<file path="src/rtl/gfx_dram_write_arbiter.sv">
// Round-robin arbiter sharing one DRAM write path (address + write-data FIFOs) between two
// masters; each grant covers exactly one address entry plus BEATS data beats.
module gfx_dram_write_arbiter #(
    parameter int unsigned BEATS  = 2,
    parameter int unsigned ADDR_W = 31,
    parameter int unsigned DATA_W = 128
) (
    input  logic                clk,
    input  logic                rst,
    input  logic                req0,
    input  logic                req1,
    output logic                gnt0,
    output logic                gnt1,
    input  logic                af_wr_en0,
    input  logic                af_wr_en1,
    input  logic [ADDR_W-1:0]   af_addr0,
    input  logic [ADDR_W-1:0]   af_addr1,
    output logic                af_full0,
    output logic                af_full1,
    input  logic                wdf_wr_en0,
    input  logic                wdf_wr_en1,
    input  logic [DATA_W-1:0]   wdf_din0,
    input  logic [DATA_W-1:0]   wdf_din1,
    input  logic [DATA_W/8-1:0] wdf_mask0,
    input  logic [DATA_W/8-1:0] wdf_mask1,
    output logic                wdf_full0,
    output logic                wdf_full1,
    input  logic                af_full,
    input  logic                wdf_full,
    output logic [2:0]          af_cmd_din,
    output logic [ADDR_W-1:0]   af_addr_din,
    output logic                af_wr_en,
    output logic [DATA_W-1:0]   wdf_din,
    output logic [DATA_W/8-1:0] wdf_mask_din,
    output logic                wdf_wr_en
);

    localparam int unsigned MASK_W = DATA_W / 8;
    localparam int unsigned CNT_W  = $clog2(BEATS + 1);

    typedef enum logic [1:0] {StIdle, StOwn0, StOwn1} state_e;

    state_e             state_q;
    logic [CNT_W-1:0]   beat_cnt_q;
    logic               af_done_q;
    logic               rr_q;

    logic               owned;
    logic               own_req, other_req;
    logic               own_af_wr_en, own_wdf_wr_en;
    logic [ADDR_W-1:0]  own_addr;
    logic [DATA_W-1:0]  own_din;
    logic [MASK_W-1:0]  own_mask;
    logic               beats_done;
    logic               af_acc, wdf_acc;
    logic               af_done_nx;
    logic [CNT_W-1:0]   beat_cnt_nx;
    logic               complete, abort;
    state_e             other_state;

    assign gnt0  = (state_q == StOwn0);
    assign gnt1  = (state_q == StOwn1);
    assign owned = gnt0 | gnt1;

    always_comb begin
        own_req       = 1'b0;
        other_req     = 1'b0;
        own_af_wr_en  = 1'b0;
        own_wdf_wr_en = 1'b0;
        own_addr      = '0;
        own_din       = '0;
        own_mask      = '1;
        other_state   = StIdle;
        case (state_q)
            StOwn0: begin
                own_req       = req0;
                other_req     = req1;
                own_af_wr_en  = af_wr_en0;
                own_wdf_wr_en = wdf_wr_en0;
                own_addr      = af_addr0;
                own_din       = wdf_din0;
                own_mask      = wdf_mask0;
                other_state   = StOwn1;
            end
            StOwn1: begin
                own_req       = req1;
                other_req     = req0;
                own_af_wr_en  = af_wr_en1;
                own_wdf_wr_en = wdf_wr_en1;
                own_addr      = af_addr1;
                own_din       = wdf_din1;
                own_mask      = wdf_mask1;
                other_state   = StOwn0;
            end
            default: ;
        endcase
    end

    // The counter never exceeds BEATS, so equality is the "< BEATS" gate.
    assign beats_done   = (beat_cnt_q == CNT_W'(BEATS));
    assign af_cmd_din   = 3'b000;
    assign af_addr_din  = own_addr;
    assign wdf_din      = own_din;
    assign wdf_mask_din = own_mask;
    assign af_wr_en     = own_af_wr_en & ~af_done_q;
    assign wdf_wr_en    = own_wdf_wr_en & ~beats_done;

    assign af_full0  = gnt0 ? (af_full | af_done_q) : 1'b1;
    assign af_full1  = gnt1 ? (af_full | af_done_q) : 1'b1;
    assign wdf_full0 = gnt0 ? (wdf_full | beats_done) : 1'b1;
    assign wdf_full1 = gnt1 ? (wdf_full | beats_done) : 1'b1;

    assign af_acc      = af_wr_en & ~af_full;
    assign wdf_acc     = wdf_wr_en & ~wdf_full;
    assign af_done_nx  = af_done_q | af_acc;
    assign beat_cnt_nx = beat_cnt_q + CNT_W'(wdf_acc);
    assign complete    = owned & af_done_nx & (beat_cnt_nx == CNT_W'(BEATS));
    // Abort only while nothing of the burst has reached the shared FIFOs.
    assign abort = owned & ~own_req & ~af_done_q & (beat_cnt_q == '0) & ~af_acc & ~wdf_acc;

    always_ff @(posedge clk or posedge rst) begin
        if (rst) begin
            state_q    <= StIdle;
            beat_cnt_q <= '0;
            af_done_q  <= 1'b0;
            rr_q       <= 1'b0;
        end else begin
            case (state_q)
                StIdle: begin
                    if (req0 && (!req1 || !rr_q)) state_q <= StOwn0;
                    else if (req1)                state_q <= StOwn1;
                end
                StOwn0, StOwn1: begin
                    if (complete) begin
                        beat_cnt_q <= '0;
                        af_done_q  <= 1'b0;
                        rr_q       <= (state_q == StOwn0);
                        if (other_req)     state_q <= other_state;
                        else if (!own_req) state_q <= StIdle;
                    end else if (abort) begin
                        state_q <= StIdle;
                    end else begin
                        af_done_q  <= af_done_nx;
                        beat_cnt_q <= beat_cnt_nx;
                    end
                end
                default: state_q <= StIdle;
            endcase
        end
    end

endmodule

</file>
<file path="config.mk">
export PLATFORM = sky130hd
export DESIGN_NAME = gfx_dram_write_arbiter
export DESIGN_NICKNAME = d
export VERILOG_FILES = /design/src/rtl/gfx_dram_write_arbiter.sv
export SDC_FILE = /design/constraint.sdc
export NUM_CORES = 1
export LEC_CHECK = 0
export CAP_MARGIN = 10
export CORE_AREA = 2 2 215 217
export DETAILED_ROUTE_END_ITERATION = 10
export DIE_AREA = 0 0 217 219
export PLACE_DENSITY_LB_ADDON = 0.08
export SYNTH_ARGS = -nofsm -noshare
export SYNTH_HDL_FRONTEND = slang
export SYNTH_SLANG_ARGS = --single-unit
</file>
<file path="constraint.sdc">
create_clock -name clk -period 3 [get_ports clk]
set_input_delay 0.6 -clock clk [delete_from_list [all_inputs] [get_ports clk]]
set_output_delay 0.6 -clock clk [all_outputs]
set_load 0.01 [all_outputs]
</file>
==> impl_metrics.json <==
{
  "dpl.cell_count": 1598,
  "cp_num_buf_inv": 4,
  "end_kind": "output pin",
  "port_buffers": 542,
  "synth_edf_count": 0,
  "slowest_stage": "clkdlybuf4s50_1",
  "slew_violations": 0,
  "via_count": 5831,
  "timing.fmax_ghz": 0.348,
  "leakage_nw": 3.17,
  "synth_cell_types": 33,
  "finalSetupViolations": 0,
  "cts_sinks": 6,
  "holdBufCountCts": 0,
  "wl_per_cell_um": 18.8,
  "critPathMaxFanout": 40,
  "path_delay_family": "buffers and inverters",
  "antenna_found_initial": 3,
  "initial_utilization_pct": 7.11,
  "syn_area_mm2": 0.00320,
  "synthFlopType": "dfrtp_1",
  "place.gp.congestion": 0.763,
  "worstHoldPathType": "register to register",
  "final_cell_area_mm2": 0.00975,
  "dr.pass1.iters": 4,
  "clk_pin_slew_ns": 0.03,
  "fillers": 5064,
  "crit_required_ns": 2.40,
  "cts_buffers": 3,
  "outcome": "complete, no violations",
  "grt_overflow": 0,
  "rsz0062_at_grt": "false",
  "fin_cells": 1606,
  "insertion_delay_ns": 0.23,
  "postSynthCellCount": 476,
  "period_minus_slack_ns": 2.87,
  "multiInputGateArea_mm2": 0.00283,
  "grt_usage_pct": 11.4,
  "cts_tree": "done",
  "setup_tns_ns": 0,
  "placed_area_mm2": 0.00962,
  "yosys_warnings": 0,
  "cp.arrival_ns": 2.27,
  "drc_errors": 0,
  "async_flop_share_pct": 100,
  "routed_wl_um": 30200,
  "grt_pass1_wl_um": 41000,
  "crit_type": "register to output pin",
  "regArea_um2": 150,
  "area_growth_pct": 204,
  "critical_path.cell_chain": "inv_1, ha_4, buf_12, buf_4, a22oi_1, nor2b_1, clkdlybuf4s50_1",
  "finalCritPeriodShare_pct": 95.8,
  "die_area_mm2": 0.0475,
  "viasPerCell": 3.63,
  "cts_root_buf": "clkbuf_16",
  "ys_seq_area_share_pct": 4.69,
  "avgSynthCellArea_um2": 6.73,
  "drive_gt1_share_pct": 5.98,
  "cap_violations": 0,
  "clock_path_buffers": 2,
  "drt_iter0_drc": 223,
  "core.rowCount": 78,
  "grt_max_degree": 79,
  "die_w_um": 217,
  "first_global_vias": 5862,
  "postRouteAntennaNets": 0,
  "crit_path_start_kind": "register",
  "die_h_um": 219,
  "core_mm2": 0.0451,
  "clock_skew_ns": 0.00121,
  "nets": 1371,
  "pin_count": 546,
  "synth_seq_cells": 6,
  "powerDensity_mw_per_mm2": 694,
  "hold_viol_final": 0,
  "hpwl_um": 25100,
  "h-tree-depth": 1,
  "total_power_mw": 6.77,
  "vdd.ir_drop.worst_mv": 0.310,
  "cpPeakStageDelay_ns": 0.57
}
[sequential cells by signal, summed over array words and instances (netlist names)]
name / cells
beat_cnt_q: 2
state_q: 2
rr_q: 1
af_done_q: 1
[final cells by class]
class	instances	share of cell area (%)
diodes	2	0.0513
clock buffers	3	0.770
multi-input cells	403	29.0
repair buffers	586	60.7
inverters	6	0.231
flip-flops and latches	6	1.54
well taps	600	7.70
[synthesized netlist by cell type (all sizes together), types with 2 or more instances]
library cell	n	share of area, %
clkbuf	50	5.9
nand2b	3	0.59
nor3b	3	0.86
o21ai	2	0.31
inv	6	0.70
a21oi	2	0.31
a22oi	176	41
ha	5	2.0
mux2	4	1.6
buf	13	2.0
dfrtp	6	4.7
nor2	4	0.47
nor2b	160	31
o31ai	3	1.1
nand2	26	3.0
[through the flow]
stage / setup WS, ns / hold WS [ns] / util (%)
final: 0.126 / 0.505 / 21.6
after global routing: 0.0260 / 0.539 / 21.6
after CTS: 0.0604 / 0.508 / 21.5
after detailed placement: 0.140 / 0.501 / 21.3
after global placement: 0.108 / 0.499 / 21.3
after floorplan: 0.459 / 0.391 / -
[final timing paths]
| check | end | cells after the start | start | slack (ns) |
|---|---|---|---|---|
| max | wdf_din[32] | 7 | state_q[0]$_DFFE_PP0P_ | 0.13 |
| min | rr_q$_DFFE_PP0P_ | 1 | rr_q$_DFFE_PP0P_ | 0.50 |
| max reg2reg | state_q[1]$_DFFE_PP0P_ | 11 | state_q[0]$_DFFE_PP0P_ | 0.35 |
| min reg2reg | rr_q$_DFFE_PP0P_ | 1 | rr_q$_DFFE_PP0P_ | 0.50 |
| max in group asynchronous | beat_cnt_q[1]$_DFFE_PP0P_ | 2 | rst | 2.19 |
| min in group asynchronous | rr_q$_DFFE_PP0P_ | 2 | rst | 0.60 |
[kinds of logic (layout without fill, tap and decap cells)]
family	Yosys count	after routing	synth area share, %
xor gates and xnor gates	1	1	0.273
buffers and inverters	69	595	8.55
adders and majority gates	5	5	1.95
AOI/OAI and AO/OA	190	190	45.0
and+or+nand+nor	200	200	37.8
other	1	5	0.117
DFF	6	6	4.69
muxes	4	4	1.64
[per-layer routing]
metal,share of wire [%],global-route usage (%)
met5,0.043,0
met4,0.52,1.28
met3,10,4.19
met2,53,22.1
met1,36,12.0
[where the power goes]
group | leakage (nW) | switching (mW) | internal [mW]
Sequential | 0.0769 | 0.0233 | 0.115
Combinational | 3.05 | 2.93 | 3.48
Clock | 0.0370 | 0.0483 | 0.171
[cell usage in the layout (no fill, tap or decap), drive strengths merged, types with 4 or more instances in the layout]
cell type        n
clkdlybuf4s50  542
buf             43
inv              6
a22oi          176
ha               5
nor2b          160
mux2             4
clkbuf           4
dfrtp            6
nor2             4
nand2           26
[repair_timing]
| action | 4_1_cts | 5_1_grt |
|---|---|---|
| endpoints found under the setup margin | 0 | 6 |
| resized for setup | 0 | 2 |
| setup buffers | 0 | 2 |
| endpoints found under the hold margin | 0 | 0 |
No activity file was read; power rests on OpenSTA's default activity.
